--- src/rtl/xadc_pkg.sv ---
`default_nettype none
// ============================================================================
//  Module      : xadc_pkg
//  Description : Shared types and constants for the XADC auxiliary-channel
//                sampler (state encoding, DRP data field, channel count).
//  Revision    : 1.0 - initial release
// ============================================================================
package xadc_pkg;

  // Sampler sequencing states
  typedef enum logic [2:0] {
    IDLE     = 3'd0,
    SETTLE   = 3'd1,
    WAIT_EOC = 3'd2,
    DRP_REQ  = 3'd3,
    DRP_WAIT = 3'd4
  } state_t;

  // The 12-bit conversion result sits in drp_do[15:4]
  localparam int DRP_DATA_LSB = 4;
  localparam int SAMPLE_W     = 12;
  localparam int AUX_CHANNELS = 4;

  // External analog mux select: one-hot (1<<ch) or binary {2'b00,ch}
  function automatic logic [3:0] mux_encode(input logic [1:0] ch, input logic onehot);
    logic [3:0] sel;
    if (onehot) begin
      sel = 4'b0001 << ch;
    end else begin
      sel = {2'b00, ch};
    end
    return sel;
  endfunction

endpackage
`default_nettype wire

--- src/rtl/xadc_aux_sampler_accum.sv ---
`default_nettype none
// ============================================================================
//  Module      : aux_avg_accum
//  Description : Accumulates 2^AVG_LOG2 12-bit samples and presents the
//                truncated average together with the sample that completes
//                the block. Time-shared across channels by the sampler.
//  Revision    : 1.0 - initial release
// ============================================================================
module aux_avg_accum
  import xadc_pkg::*;
#(
  parameter int AVG_LOG2 = 2
) (
  input  logic                S_AXI_ACLK,
  input  logic                Local_Reset,
  input  logic                i_clear,
  input  logic                i_add_en,
  input  logic [SAMPLE_W-1:0] i_sample,
  output logic                o_last,
  output logic [SAMPLE_W-1:0] o_average
);

  localparam int c_acc_w = SAMPLE_W + AVG_LOG2;
  localparam int c_cnt_w = (AVG_LOG2 == 0) ? 1 : AVG_LOG2;
  localparam logic [c_cnt_w-1:0] c_cnt_last = c_cnt_w'((1 << AVG_LOG2) - 1);

  logic [c_acc_w-1:0] r_acc;
  logic [c_cnt_w-1:0] r_cnt;
  logic [c_acc_w-1:0] w_sum;

  // The incoming sample is folded in combinationally so the average is
  // available on the same edge that accepts the final sample.
  assign w_sum     = r_acc + c_acc_w'(i_sample);
  assign o_last    = (r_cnt == c_cnt_last);
  assign o_average = w_sum[AVG_LOG2 +: SAMPLE_W];

  // Accumulator and count; a completed block or an abort restarts from zero
  always_ff @(posedge S_AXI_ACLK or posedge Local_Reset) begin
    if (Local_Reset) begin
      r_acc <= '0;
      r_cnt <= '0;
    end else if (i_clear || (i_add_en && o_last)) begin
      r_acc <= '0;
      r_cnt <= '0;
    end else if (i_add_en) begin
      r_acc <= w_sum;
      r_cnt <= r_cnt + 1'b1;
    end
  end

endmodule
`default_nettype wire

--- src/rtl/xadc_aux_sampler.sv ---
`default_nettype none
// ============================================================================
//  Module      : xadc_aux_sampler
//  Description : Round-robin sampler for four XADC auxiliary inputs behind an
//                external 4:1 analog mux. Settles the mux, waits for EOC,
//                reads the DRP, averages 2^AVG_LOG2 conversions per channel
//                and holds the results on MEASURED_AUX0..3.
//  Revision    : 1.0 - initial release
// ============================================================================
module xadc_aux_sampler
  import xadc_pkg::*;
#(
  parameter int         AVG_LOG2      = 2,
  parameter int         SETTLE_CYCLES = 64,
  parameter int         DRP_TIMEOUT   = 255,
  parameter logic [6:0] AUX_ADDR_BASE = 7'h10
) (
  input  logic        S_AXI_ACLK,
  input  logic        Local_Reset,
  input  logic        enable,
  input  logic        onehot_mux,
  input  logic        eoc,
  output logic        drp_den,
  output logic        drp_dwe,
  output logic [6:0]  drp_daddr,
  input  logic        drp_drdy,
  input  logic [15:0] drp_do,
  output logic [3:0]  mux_sel,
  output logic [11:0] MEASURED_AUX0,
  output logic [11:0] MEASURED_AUX1,
  output logic [11:0] MEASURED_AUX2,
  output logic [11:0] MEASURED_AUX3,
  output logic        sample_valid,
  output logic        drp_timeout_err
);

  localparam int c_settle_w = (SETTLE_CYCLES < 1) ? 1 : $clog2(SETTLE_CYCLES + 1);
  localparam int c_tmo_w    = (DRP_TIMEOUT < 2) ? 1 : $clog2(DRP_TIMEOUT + 1);

  state_t                r_state;
  state_t                w_state_nxt;
  logic                  w_den;
  logic [c_settle_w-1:0] r_settle_cnt;
  logic [c_tmo_w-1:0]    r_tmo_cnt;
  logic [1:0]            r_ch;
  logic [6:0]            r_daddr;
  logic [SAMPLE_W-1:0]   r_meas [AUX_CHANNELS];
  logic                  r_valid;
  logic                  r_err;

  logic                  w_accept;
  logic                  w_tmo;
  logic                  w_abort;
  logic                  w_last;
  logic                  w_done;
  logic [SAMPLE_W-1:0]   w_sample;
  logic [SAMPLE_W-1:0]   w_average;
  logic                  w_unused_lsbs;

  assign w_sample      = drp_do[15:DRP_DATA_LSB];
  assign w_unused_lsbs = ^drp_do[DRP_DATA_LSB-1:0];

  // Only the single in-flight read can deliver data; drdy elsewhere is ignored
  assign w_accept = (r_state == DRP_WAIT) && drp_drdy;
  // Counter ran out with no drdy: the read is abandoned
  assign w_tmo    = (r_state == DRP_WAIT) && !drp_drdy && (r_tmo_cnt == '0);
  // Disabling is only honoured between reads
  assign w_abort  = ((r_state == SETTLE) || (r_state == WAIT_EOC)) && !enable;
  assign w_done   = w_accept && w_last;

  aux_avg_accum #(
    .AVG_LOG2 (AVG_LOG2)
  ) u_accum (
    .S_AXI_ACLK  (S_AXI_ACLK),
    .Local_Reset (Local_Reset),
    .i_clear     (w_tmo || w_abort),
    .i_add_en    (w_accept),
    .i_sample    (w_sample),
    .o_last      (w_last),
    .o_average   (w_average)
  );

  // State register
  always_ff @(posedge S_AXI_ACLK or posedge Local_Reset) begin
    if (Local_Reset) begin
      r_state <= IDLE;
    end else begin
      r_state <= w_state_nxt;
    end
  end

  // Next-state decode and the one-cycle DRP enable
  always_comb begin
    w_state_nxt = r_state;
    w_den       = 1'b0;
    case (r_state)
      IDLE: begin
        if (enable) begin
          w_state_nxt = SETTLE;
        end
      end
      SETTLE: begin
        if (!enable) begin
          w_state_nxt = IDLE;
        end else if (r_settle_cnt == '0) begin
          w_state_nxt = WAIT_EOC;
        end
      end
      WAIT_EOC: begin
        if (!enable) begin
          w_state_nxt = IDLE;
        end else if (eoc) begin
          w_state_nxt = DRP_REQ;
        end
      end
      DRP_REQ: begin
        w_den       = 1'b1;
        w_state_nxt = DRP_WAIT;
      end
      DRP_WAIT: begin
        if (drp_drdy) begin
          w_state_nxt = w_last ? SETTLE : WAIT_EOC;
        end else if (r_tmo_cnt == '0) begin
          w_state_nxt = SETTLE;
        end
      end
      default: begin
        w_state_nxt = IDLE;
      end
    endcase
  end

  // Settle and DRP timeout counters, loaded on entry to their wait states
  always_ff @(posedge S_AXI_ACLK or posedge Local_Reset) begin
    if (Local_Reset) begin
      r_settle_cnt <= '0;
      r_tmo_cnt    <= '0;
    end else begin
      if ((w_state_nxt == SETTLE) && (r_state != SETTLE)) begin
        r_settle_cnt <= c_settle_w'(SETTLE_CYCLES);
      end else if ((r_state == SETTLE) && (r_settle_cnt != '0)) begin
        r_settle_cnt <= r_settle_cnt - 1'b1;
      end
      // Loading one less than the limit lets drdy arrive up to DRP_TIMEOUT
      // cycles after the den pulse
      if (r_state == DRP_REQ) begin
        r_tmo_cnt <= c_tmo_w'(DRP_TIMEOUT - 1);
      end else if ((r_state == DRP_WAIT) && (r_tmo_cnt != '0)) begin
        r_tmo_cnt <= r_tmo_cnt - 1'b1;
      end
    end
  end

  // Channel pointer, DRP address latch, results, update pulse and sticky error
  always_ff @(posedge S_AXI_ACLK or posedge Local_Reset) begin
    if (Local_Reset) begin
      r_ch    <= '0;
      r_daddr <= '0;
      r_valid <= 1'b0;
      r_err   <= 1'b0;
      for (int i = 0; i < AUX_CHANNELS; i++) begin
        r_meas[i] <= '0;
      end
    end else begin
      r_valid <= w_done;
      if ((r_state == WAIT_EOC) && (w_state_nxt == DRP_REQ)) begin
        r_daddr <= AUX_ADDR_BASE + 7'(r_ch);
      end
      if (w_done) begin
        r_meas[r_ch] <= w_average;
      end
      if (w_done || w_tmo) begin
        r_ch <= r_ch + 2'd1;
      end
      if (w_tmo) begin
        r_err <= 1'b1;
      end
    end
  end

  assign drp_den         = w_den;
  assign drp_dwe         = 1'b0;
  assign drp_daddr       = r_daddr;
  assign mux_sel         = mux_encode(r_ch, onehot_mux);
  assign MEASURED_AUX0   = r_meas[0];
  assign MEASURED_AUX1   = r_meas[1];
  assign MEASURED_AUX2   = r_meas[2];
  assign MEASURED_AUX3   = r_meas[3];
  assign sample_valid    = r_valid;
  assign drp_timeout_err = r_err;

endmodule
`default_nettype wire

--- config.mk ---
export PLATFORM = sky130hd
export DESIGN_NAME = xadc_aux_sampler
export DESIGN_NICKNAME = d
export VERILOG_FILES = /design/src/rtl/xadc_pkg.sv /design/src/rtl/xadc_aux_sampler_accum.sv /design/src/rtl/xadc_aux_sampler.sv
export SDC_FILE = /design/constraint.sdc
export NUM_CORES = 1
export LEC_CHECK = 0
export BUFFER_PORTS_ARGS = -buffer_cell sky130_fd_sc_hd__buf_2
export CAP_MARGIN = 30
export CORE_MARGIN = 4
export CORE_UTILIZATION = 43
export CTS_BUF_LIST = sky130_fd_sc_hd__clkbuf_16
export DETAILED_ROUTE_END_ITERATION = 8
export HOLD_SLACK_MARGIN = 0.15
export PLACE_DENSITY = 0.69
export RECOVER_POWER = 50
export SYNTH_ARGS = -nofsm -noshare
export SYNTH_HDL_FRONTEND = slang
export SYNTH_SLANG_ARGS = --single-unit
export TNS_END_PERCENT = 20
--- constraint.sdc ---
create_clock -name S_AXI_ACLK -period 3.29 [get_ports S_AXI_ACLK]
set_clock_uncertainty 0.05 [all_clocks]
set_input_delay 0.4935 -clock S_AXI_ACLK [delete_from_list [all_inputs] [get_ports S_AXI_ACLK]]
set_output_delay 0.4935 -clock S_AXI_ACLK [all_outputs]
set_load 0.05 [all_outputs]
==> results of run 1 <==
cell usage in the layout, fill, tap and decap left out, drive strengths merged, types with 2 or more instances in the layout:
master and n:
a211oi 5, a21o 9, a21oi 13, a22o 9, a31oi 2, and2 3, and3 3, buf 52
clkbuf 36, clkinv 2, clkinvlp 2, conb 5, dfrtp 89, ha 19, inv 14, mux2 26
nand2 51, nand2b 4, nand3 7, nand4 4, nor2 14, nor2b 3, nor3b 5, nor4 2
o21a 2, o21ai 42, o21bai 5, o31ai 5, or2 2, or3b 2, or4 2, xnor2 14
xor2 6
Yosys cell counts, types with 2 or more instances:
master	count	area (sq um)
a211oi_1	5	37.5
a21o_1	8	60.1
a21oi_1	13	65.1
a22o_1	9	78.8
a31oi_1	2	12.5
and2_1	3	18.8
and3_1	3	18.8
buf_4	5	37.5
clkbuf_1	9	33.8
dfrtp_1	89	2230
ha_1	19	238
inv_1	14	52.6
mux2_2	26	293
nand2_1	51	191
nand2b_1	4	25.0
nand3_1	7	35.0
nand4_1	4	25.0
nor2_1	14	52.6
nor2b_1	3	18.8
nor3b_1	4	30.0
nor4_1	2	12.5
o21a_1	2	15.0
o21ai_0	42	210
o21bai_1	5	37.5
o31ai_1	5	37.5
or2_2	2	12.5
or3b_1	2	17.5
or4_1	2	15.0
xnor2_1	14	123
xor2_1	6	52.6
power by group through the flow:
stage                     sequential (mW)  combinational [mW]  clock (mW)
after detailed placement             1.30               0.542           0
after global placement               1.29               0.525           0
after floorplan                      1.32               0.391           0
after CTS                            1.28               0.546       0.995
final                                1.28               0.540       0.968
after global routing                 1.30               0.614        1.05
registers in the layout, indices dropped and copies added (netlist names), 2 cells and up:
name	count
u_accum.r_cnt	2
u_accum.r_acc	14
MEASURED_AUX0	12
r_state	3
MEASURED_AUX1	12
r_settle_cnt	7
r_tmo_cnt	8
r_ch	2
MEASURED_AUX2	12
MEASURED_AUX3	12
drp_daddr	3
worst paths after layout:
| check | to | cells past startpoint |
|---|---|---|
| setup reg to reg | MEASURED_AUX0[8] | 8 |
| max in group asynchronous | MEASURED_AUX3[1] | 5 |
| hold reg to reg | drp_daddr[4] | 1 |
| hold / removal | r_state[2] | 2 |
| setup / recovery | MEASURED_AUX0[8] | 8 |
| min in group asynchronous | drp_daddr[0] | 3 |
routing by layer:
layer	up-vias	routed length (um)	track usage, %
met2	77	4360	26.4
met4	0	118	6.04
met1	1503	3980	22.6
met5	-	0	0
met3	9	506	3.78
li1	1534	-	-
cell families (layout without fill, tap and decap cells):
group | count (synthesis) | count (layout)
buffers and inverters | 29 | 108
multiplexers | 26 | 26
AND/OR/NAND/NOR | 106 | 106
AO/OA/AOI/OAI | 100 | 100
adder cells (fa/ha/maj) | 20 | 20
flip-flops | 89 | 89
other | 1 | 5
XOR/XNOR | 20 | 20
area by class of cell:
cell class | instances | area, sq um
Fill cell | 912 | 4700
Inverter | 14 | 53.8
Multi-Input combinational cell | 277 | 1910
Clock buffer | 9 | 225
Clock inverter | 5 | 50.0
Timing Repair Buffer | 80 | 393
Sequential cell | 89 | 2230
Tap cell | 133 | 166
per-stage QoR:
step / setup slack, ps / std cells / area (sq um)
2_1_floorplan: 440 / 395 / 4280
3_3_place_gp: 427 / 591 / 4770
3_5_place_dp: 383 / 591 / 4770
4_1_cts: 595 / 605 / 5050
5_1_grt: 399 / 607 / 5030
6_report: 611 / 607 / 5030
timing repair:
item	CTS	global route
setup endpoints to repair	0	0
hold buffers	0	1
hold endpoints to repair	0	4
==> qor.yml, run 1 <==
outcome:
  outcome: "complete, no violations"
finish:
  area_delta_synth_final_pct: 18.0
  drive_above_1_share_pct: 20.5
  n_antenna_cell: 0
  fin_util_pct: 51.7
  nets: 513
setup_path:
  worstPathMaxFanout: 5
  r2r_start: "u_accum.r_acc[0]"
  crit_arrival_ps: 2820
  crit_start: "u_accum.r_acc[0]"
  max_stage_delay_ps: 440
  path_buf_inv: 0
  rrSetupSlack_ps: 610
  critPathLaunchType: "register"
  crit_type: "register to register"
  cp_cell_sequence: "ha_1, fa_1, a211oi_1, o21bai_1, a211oi_1, o21bai_1, xnor2_1, o21ai_0"
  worstPathRequired_ps: 3430
  cp_slowest_cell: "fa_1"
  cpLargestDelayFamily: "compound AO/OA/AOI/OAI gates"
  worstSetupEndpointType: "register"
timing:
  fmax_mhz: 373
  grt_setup_unrepaired: "no"
  maxSlewViolCount: 0
  whs_ps: 369
  period_minus_slack_ps: 2680
  tightest_slew_ps: 1250
  max_slew_margin_pct: 16.9
  hold_viol_final: 0
  fin_crit_sh_pct: 81.4
  setup_viol: 0
  tns_ps: 0
placement:
  hpwl_mm: 6.48
  portBuffers: 75
  place_congestion: 0.803
cts:
  cts_root_buf: "clkbuf_16"
  clk_pin_slew_ps: 60
  htreeDepth: 3
  clockBufferDepth: 2
  post-cts-setup-buffer-count: 0
  tritoncts: "yes"
  cts_made_buffers: 9
  numClockSinks: 89
  cts-resized-gates: 0
  insertion_delay_ps: 340
yosys:
  synth_seq_cells: 89
  netlist_area_sq_um: 4260
  synthMuxAreaShare_pct: 6.87
  yosys_warnings: 0
  synth_async_sr_flop_share_pct: 100
  synth_edf_count: 0
  synth_compound_area_share_pct: 15.1
  synthAdderAreaFrac_pct: 6.05
  synth_cell_types: 47
  ys.flop_type: "dfrtp_1"
  ys_seq_area_share_pct: 52.3
  syn_avg_cell_area_sq_um: 10.9
  synth-simple-area-share_pct: 12.3
  synth_top_family_by_area: "compound AO/OA/AOI/OAI gates"
  synth_cells: 391
  synth_xor_area_share_pct: 4.11
grt:
  grt_overflow: 0
  grt_pass1_wl_mm: 15.1
  grt_max_degree: 54
  grt.total_usage_pct: 16.7
  grt_pass1_vias: 3116
  grt_antenna_before_repair: 0
flow_run:
  maxCapViolCount: 0
floorplanning:
  die_area_sq_um: 11600
  initial_utilization_pct: 43.8
  rows: 36
  top_level_ports: 85
  fp.dieH_um: 108
  dieWidth_um: 108
  core_area_sq_um: 9730
detailed_routing:
  first_pass_iters: 4
  vias_per_cell: 5.14
  drt_first_iter_violations: 133
  drc: 0
  vias: 3123
  ant_nets: 0
  wl_per_cell_um: 14.8
  finalWirelength_mm: 8.96
pwr:
  power_density_nw_per_um2: 554
  combPwrFrac_pct: 19.4
  seq_power_share_pct: 45.9
  clockPowerShare_pct: 34.7
  totalPowerFinal_mw: 2.79
  ir_drop_uv: 316
  swShare_pct: 29.6
  leakagePower_nw: 2.53
  p_switching_mw: 0.825
  intPower_mw: 1.96
min_path:
  hold_class: "input pin to register"
  hp-start: "drp_drdy"
(Power assumes the default switching activity.)
==> run 2, diff against run 1 <==
clock period = 2.8 ns   (was 3.29 ns; I/O delays follow)
==> run 2 against run 1 <==
The run now ends with capacitance limit, slew limit left; routed wire length increased by 2.5%; core utilization is 0.58 points higher; power grew 17%; global-route usage decreased by 0.073 points; non-clock buffer count up 10.
==> qor.yml, run 2 (synthesized netlist as in run 1, its figures left out) <==
outcome:
  violations: "capacitance limit, slew limit"
  outcome: "finished with violations"
pwr:
  leakagePower_nw: 2.56  # +1.2%
  totalPowerFinal_mw: 3.25  # +17%
  power_density_nw_per_um2: 639  # +15%
  ir_drop_uv: 338  # +7.1%
grt:
  grt_antenna_before_repair: 0  # unchanged
  grt_max_degree: 44  # -19%
  grt_pass1_wl_mm: 15.2  # +0.64%
  grt.total_usage_pct: 16.6  # -0.073 points
  grt_pass1_vias: 3148  # +1.0%
  grt_overflow: 0  # unchanged
timing:
  fmax_mhz: 397  # +6.4%
  maxSlewViolCount: 44  # +44
  fin_crit_sh_pct: 89.9  # +8.5 points
  max_slew_margin_pct: -26.1  # -43 points
  grt_setup_unrepaired: "no"
  setup_viol: 0  # unchanged
  hold_viol_final: 0  # unchanged
  tns_ps: 0  # unchanged
  tightest_slew_ps: 1880  # +635 ps
  period_minus_slack_ps: 2520  # -161 ps
setup_path:
  worstPathRequired_ps: 2970  # -460 ps
  cp_cell_sequence: "ha_1, fa_1, a211oi_1, o21bai_1, a211oi_2, or4_1, nand3_1, mux2_2"
  max_stage_delay_ps: 400  # -40 ps
  cp_slowest_cell: "fa_1"
  crit_arrival_ps: 2690  # -130 ps
  cpLargestDelayFamily: "compound AO/OA/AOI/OAI gates"
  path_buf_inv: 0  # unchanged
  worstPathMaxFanout: 5  # unchanged
  critPathLaunchType: "register"
  worstSetupEndpointType: "register"
  crit_type: "register to register"
cts:
  numClockSinks: 89  # unchanged
  clk_pin_slew_ps: 70  # about the same
  cts_made_buffers: 9  # unchanged
  htreeDepth: 3  # unchanged
  clockBufferDepth: 2  # unchanged
  cts_root_buf: "clkbuf_16"
  insertion_delay_ps: 340  # about the same
  ctsHoldBuffers: 0  # unchanged
  tritoncts: "yes"
floorplanning:
  fp.dieH_um: 108  # unchanged
  top_level_ports: 85  # unchanged
  core_area_sq_um: 9730  # unchanged
  dieWidth_um: 108  # unchanged
  die_area_sq_um: 11600  # unchanged
  initial_utilization_pct: 43.8  # unchanged
  rows: 36  # unchanged
detailed_routing:
  drt_first_iter_violations: 122  # -8.3%
  ant_nets: 0  # unchanged
  first_pass_iters: 4  # unchanged
  wl_per_cell_um: 14.8  # +0.49%
  wl_met3_um: 481  # -4.9%
  drc: 0  # unchanged
  highest_layer: "met4"
  dr_wl_met2_mm: 4.49  # +3.0%
  vias_per_cell: 5.15  # about the same
  vias: 3185  # +2.0%
  finalWirelength_mm: 9.18  # +2.5%
  m1WireLength_mm: 4.09  # +2.7%
min_path:
  hold_class: "input pin to register"
flow_run:
  maxCapViolCount: 1  # +1
finish:
  final_cells: 619  # +2.0%
  drive_above_1_share_pct: 22.4  # +2.0 points
  final_area_sq_um: 5080  # +1.1%
  area_delta_synth_final_pct: 19.4
  regMostFlops: "u_accum.r_acc"
  largest_reg_flops: 14  # unchanged
  layout_common_cells: "dfrtp_1 (89), nand2_1 (51), buf_2 (49)"
  n_antenna_cell: 0  # unchanged
  layout_commonest_cell: "dfrtp_1"
  nets: 523  # +1.9%
placement:
  place_area_sq_um: 4860  # +1.9%
  hpwl_mm: 6.73  # +3.9%
  place_congestion: 0.811  # +1.0%
  dp_cells: 603  # +2.0%
  portBuffers: 75  # unchanged
-- run 2: timing repair --
| item | CTS | global route |
|---|---|---|
| gates resized for setup | 0 | 1 |
| endpoints found under the setup margin | 0 | 4 |
| buffers inserted | 0 | 0 |
-- run 2: path summary, 6_finish.rpt --
| check | startpoint | slack (ps) | cells after the start | endpoint |
|---|---|---|---|---|
| max | u_accum.r_acc[0] | 280 | 8 | MEASURED_AUX3[10] |
| max reg2reg | u_accum.r_acc[0] | 280 | 8 | MEASURED_AUX3[10] |
| min reg2reg | drp_daddr[4] | 420 | 1 | drp_daddr[4] |
| max in group asynchronous | Local_Reset | 670 | 3 | MEASURED_AUX3[1] |
| min | drp_drdy | 300 | 2 | r_state[2] |
| min in group asynchronous | Local_Reset | 500 | 2 | MEASURED_AUX3[10] |
-- run 2: layout make-up --
type                    instances  area, sq um
fillers                       902         4640
inverters                      14         53.8
well taps                     133          166
multi-input cells             277         1920
clock buffers                   9          225
flip-flops and latches         89         2230
clock inverters                 7         45.0
repair buffers                 90          449
-- run 2: layer usage --
| layer | global-route usage (%) | up-vias |
|---|---|---|
| met2 | 28.7 | 78 |
| met5 | 0 | - |
| met4 | 5.95 | 0 |
| li1 | - | 1559 |
| met1 | 20.9 | 1537 |
| met3 | 3.00 | 11 |
-- run 2: per-stage QoR --
step / utilization, % / setup WS, ps / hold slack [ps]
after global placement: 50.0 / 66.6 / 397
after floorplan: - / 23.1 / 404
after CTS: 52.7 / 142 / 156
final: 52.3 / 283 / 304
after detailed placement: 50.0 / 23.1 / 400
after global routing: 52.3 / 100 / 317
-- run 2: power by group --
group	leakage [nW]	internal, mW	total (mW)	switching (mW)
registers	1.22	1.40	1.51	0.102
clock network	0.129	0.598	1.10	0.499
logic	1.22	0.241	0.648	0.407
==> run 3, diff against run 2 <==
REMOVE_ABC_BUFFERS = 1   (was not set)
==> run 3 against run 2 <==
The flow still finishes with violations (capacitance limit, slew limit); via count barely moved; final area is 1.1% lower; highest routed layer unchanged; critical path depth is 1 higher; first-iteration DRC count increased by 20%; core utilization decreased by 0.59 points; sequential share of layout area increased by 0.50 points.
==> qor.yml, run 3 (synthesized netlist as in run 1, its figures left out) <==
finish:
  layout_commonest_cell: "dfrtp_1"
  layout_common_cells: "dfrtp_1 (89), clkbuf_1 (54), nand2_1 (51)"
  n_antenna_cell: 0  # unchanged
  drive_above_1_share_pct: 15.8  # -6.7 points
  area_delta_synth_final_pct: 18.0
  regMostFlops: "u_accum.r_acc"
  largest_reg_flops: 14  # unchanged
  nets: 520  # -0.57%
  fill_cells: 910  # +0.89%
setup_path:
  worstPathMaxFanout: 5  # unchanged
  critPathLaunchType: "register"
  cp_slowest_cell: "fa_1"
  crit_arrival_ps: 2760  # +70 ps
  cp_cell_sequence: "ha_1, fa_1, a211oi_1, o21bai_1, a211oi_1, buf_4, o21bai_1, xnor2_1, o21ai_0"
  worstSetupEndpointType: "register"
  crit_type: "register to register"
  worstPathRequired_ps: 2950  # -20 ps
  max_stage_delay_ps: 400  # about the same
detailed_routing:
  drt_first_iter_violations: 147  # +20%
  first_pass_iters: 4  # unchanged
  ant_nets: 0  # unchanged
  drc: 0  # unchanged
  finalWirelength_mm: 9.63  # +4.8%
  vias: 3184  # -0.031%
  wl_per_cell_um: 15.7  # +5.5%
  vias_per_cell: 5.18  # +0.62%
timing:
  hold_viol_final: 0  # unchanged
  fmax_mhz: 383  # -3.5%
  tightest_slew_ps: 1590  # -288 ps
  fin_crit_sh_pct: 93.2  # +3.3 points
  fin_ws_ps: 191  # -91.9 ps
  tns_ps: 0  # unchanged
  whs_ps: 302  # -2.12 ps
  period_minus_slack_ps: 2610  # +91.9 ps
  max_slew_margin_pct: -6.75  # +19 points
  grt_setup_unrepaired: "no"
  maxSlewViolCount: 36  # -18%
  setup_viol: 0  # unchanged
grt:
  grt_max_degree: 55  # +25%
  grt_overflow: 0  # unchanged
  grt_pass1_vias: 3300  # +4.8%
  grt_antenna_before_repair: 0  # unchanged
  grt_pass1_wl_mm: 16.2  # +6.6%
  grt.total_usage_pct: 17.9  # +1.2 points
flow_run:
  maxCapViolCount: 1  # unchanged
cts:
  post-cts-setup-buffer-count: 0  # unchanged
  cts_made_buffers: 9  # unchanged
  clockBufferDepth: 2  # unchanged
  clk_pin_slew_ps: 60  # about the same
  htreeDepth: 3  # unchanged
  cts_root_buf: "clkbuf_16"
  insertion_delay_ps: 340  # about the same
  tritoncts: "yes"
  numClockSinks: 89  # unchanged
floorplanning:
  rows: 36  # unchanged
  fp.dieH_um: 108  # unchanged
  top_level_ports: 85  # unchanged
  core_area_sq_um: 9730  # unchanged
  die_area_sq_um: 11600  # unchanged
  initial_utilization_pct: 43.8  # unchanged
  dieWidth_um: 108  # unchanged
placement:
  portBuffers: 75  # unchanged
  hpwl_mm: 6.95  # +3.3%
  place_congestion: 0.909  # +12%
  preCtsSetupSlack_ps: 64.3  # +41.2 ps
pwr:
  power_density_nw_per_um2: 640  # +0.12%
  seq_power_share_pct: 46.9  # +0.6 points
  clockPowerShare_pct: 32.9  # -0.8 points
  intPower_mw: 2.23  # -0.60%
  leakagePower_nw: 2.44  # -4.9%
  totalPowerFinal_mw: 3.22  # -1.0%
  p_switching_mw: 0.988  # -1.9%
  swShare_pct: 30.7  # -0.29 points
  ir_drop_uv: 367  # +8.4%
  combPwrFrac_pct: 20.3  # +0.4 points
outcome:
  violations: "capacitance limit, slew limit"
  outcome: "finished with violations"
min_path:
  hold_class: "input pin to register"
run 3: stage by stage:
| step | instances | utilization (%) | area, sq um |
|---|---|---|---|
| finish | 615 | 51.7 | 5030 |
| global route | 615 | 51.7 | 5030 |
| CTS | 615 | 52.4 | 5090 |
| detailed placement | 599 | 49.7 | 4830 |
| global placement | 599 | 49.7 | 4830 |
| floorplan | 380 | - | 4190 |
run 3: area by class of cell:
cell class              instances  area (sq um)  share of cell area [%]
repair buffers                 87           413                    8.21
clock buffers                   9           225                    4.48
multi-input cells             277          1910                    38.1
clock inverters                 6          28.8                   0.572
inverters                      14          53.8                    1.07
well taps                     133           166                    3.31
flip-flops and latches         89          2230                    44.3
run 3: timing repair:
item	CTS	global route
hold buffers	1	0
gates resized for setup	0	0
endpoints found under the hold margin	35	0
run 3: power groups by stage:
stage	combinational, mW	sequential, mW	clock (mW)
global placement	0.632	1.52	0
CTS	0.663	1.50	1.08
detailed placement	0.659	1.52	0
floorplan	0.451	1.55	0
finish	0.652	1.51	1.06
global route	0.735	1.52	1.14
run 3: final timing paths:
check / start / cells after the start / slack, ps / to
hold / removal: drp_drdy / 2 / 300 / r_state[2]
min in group asynchronous: Local_Reset / 3 / 950 / MEASURED_AUX1[7]
setup / recovery: u_accum.r_acc[0] / 9 / 190 / u_accum.r_acc[10]
max in group asynchronous: Local_Reset / 4 / 870 / MEASURED_AUX2[1]
hold reg to reg: MEASURED_AUX3[6] / 2 / 430 / MEASURED_AUX3[6]
setup reg to reg: u_accum.r_acc[0] / 9 / 190 / u_accum.r_acc[10]
run 3: per-layer routing:
layer / vias up / share of wire (%) / global-route usage (%)
li1: 1547 / - / -
met1: 1564 / 44 / 23.1
met2: 61 / 50 / 30.2
met3: 12 / 4.0 / 3.00
met4: 0 / 1.6 / 6.49
met5: - / 0 / 0
run 3: worst max-delay path: cells and delay by family, from the launching register on:
family	cells	cell delay, ps
compound gates	5	900
fa+ha+maj	2	630
flops	1	390
xor+xnor	1	330
buf+inv	1	180
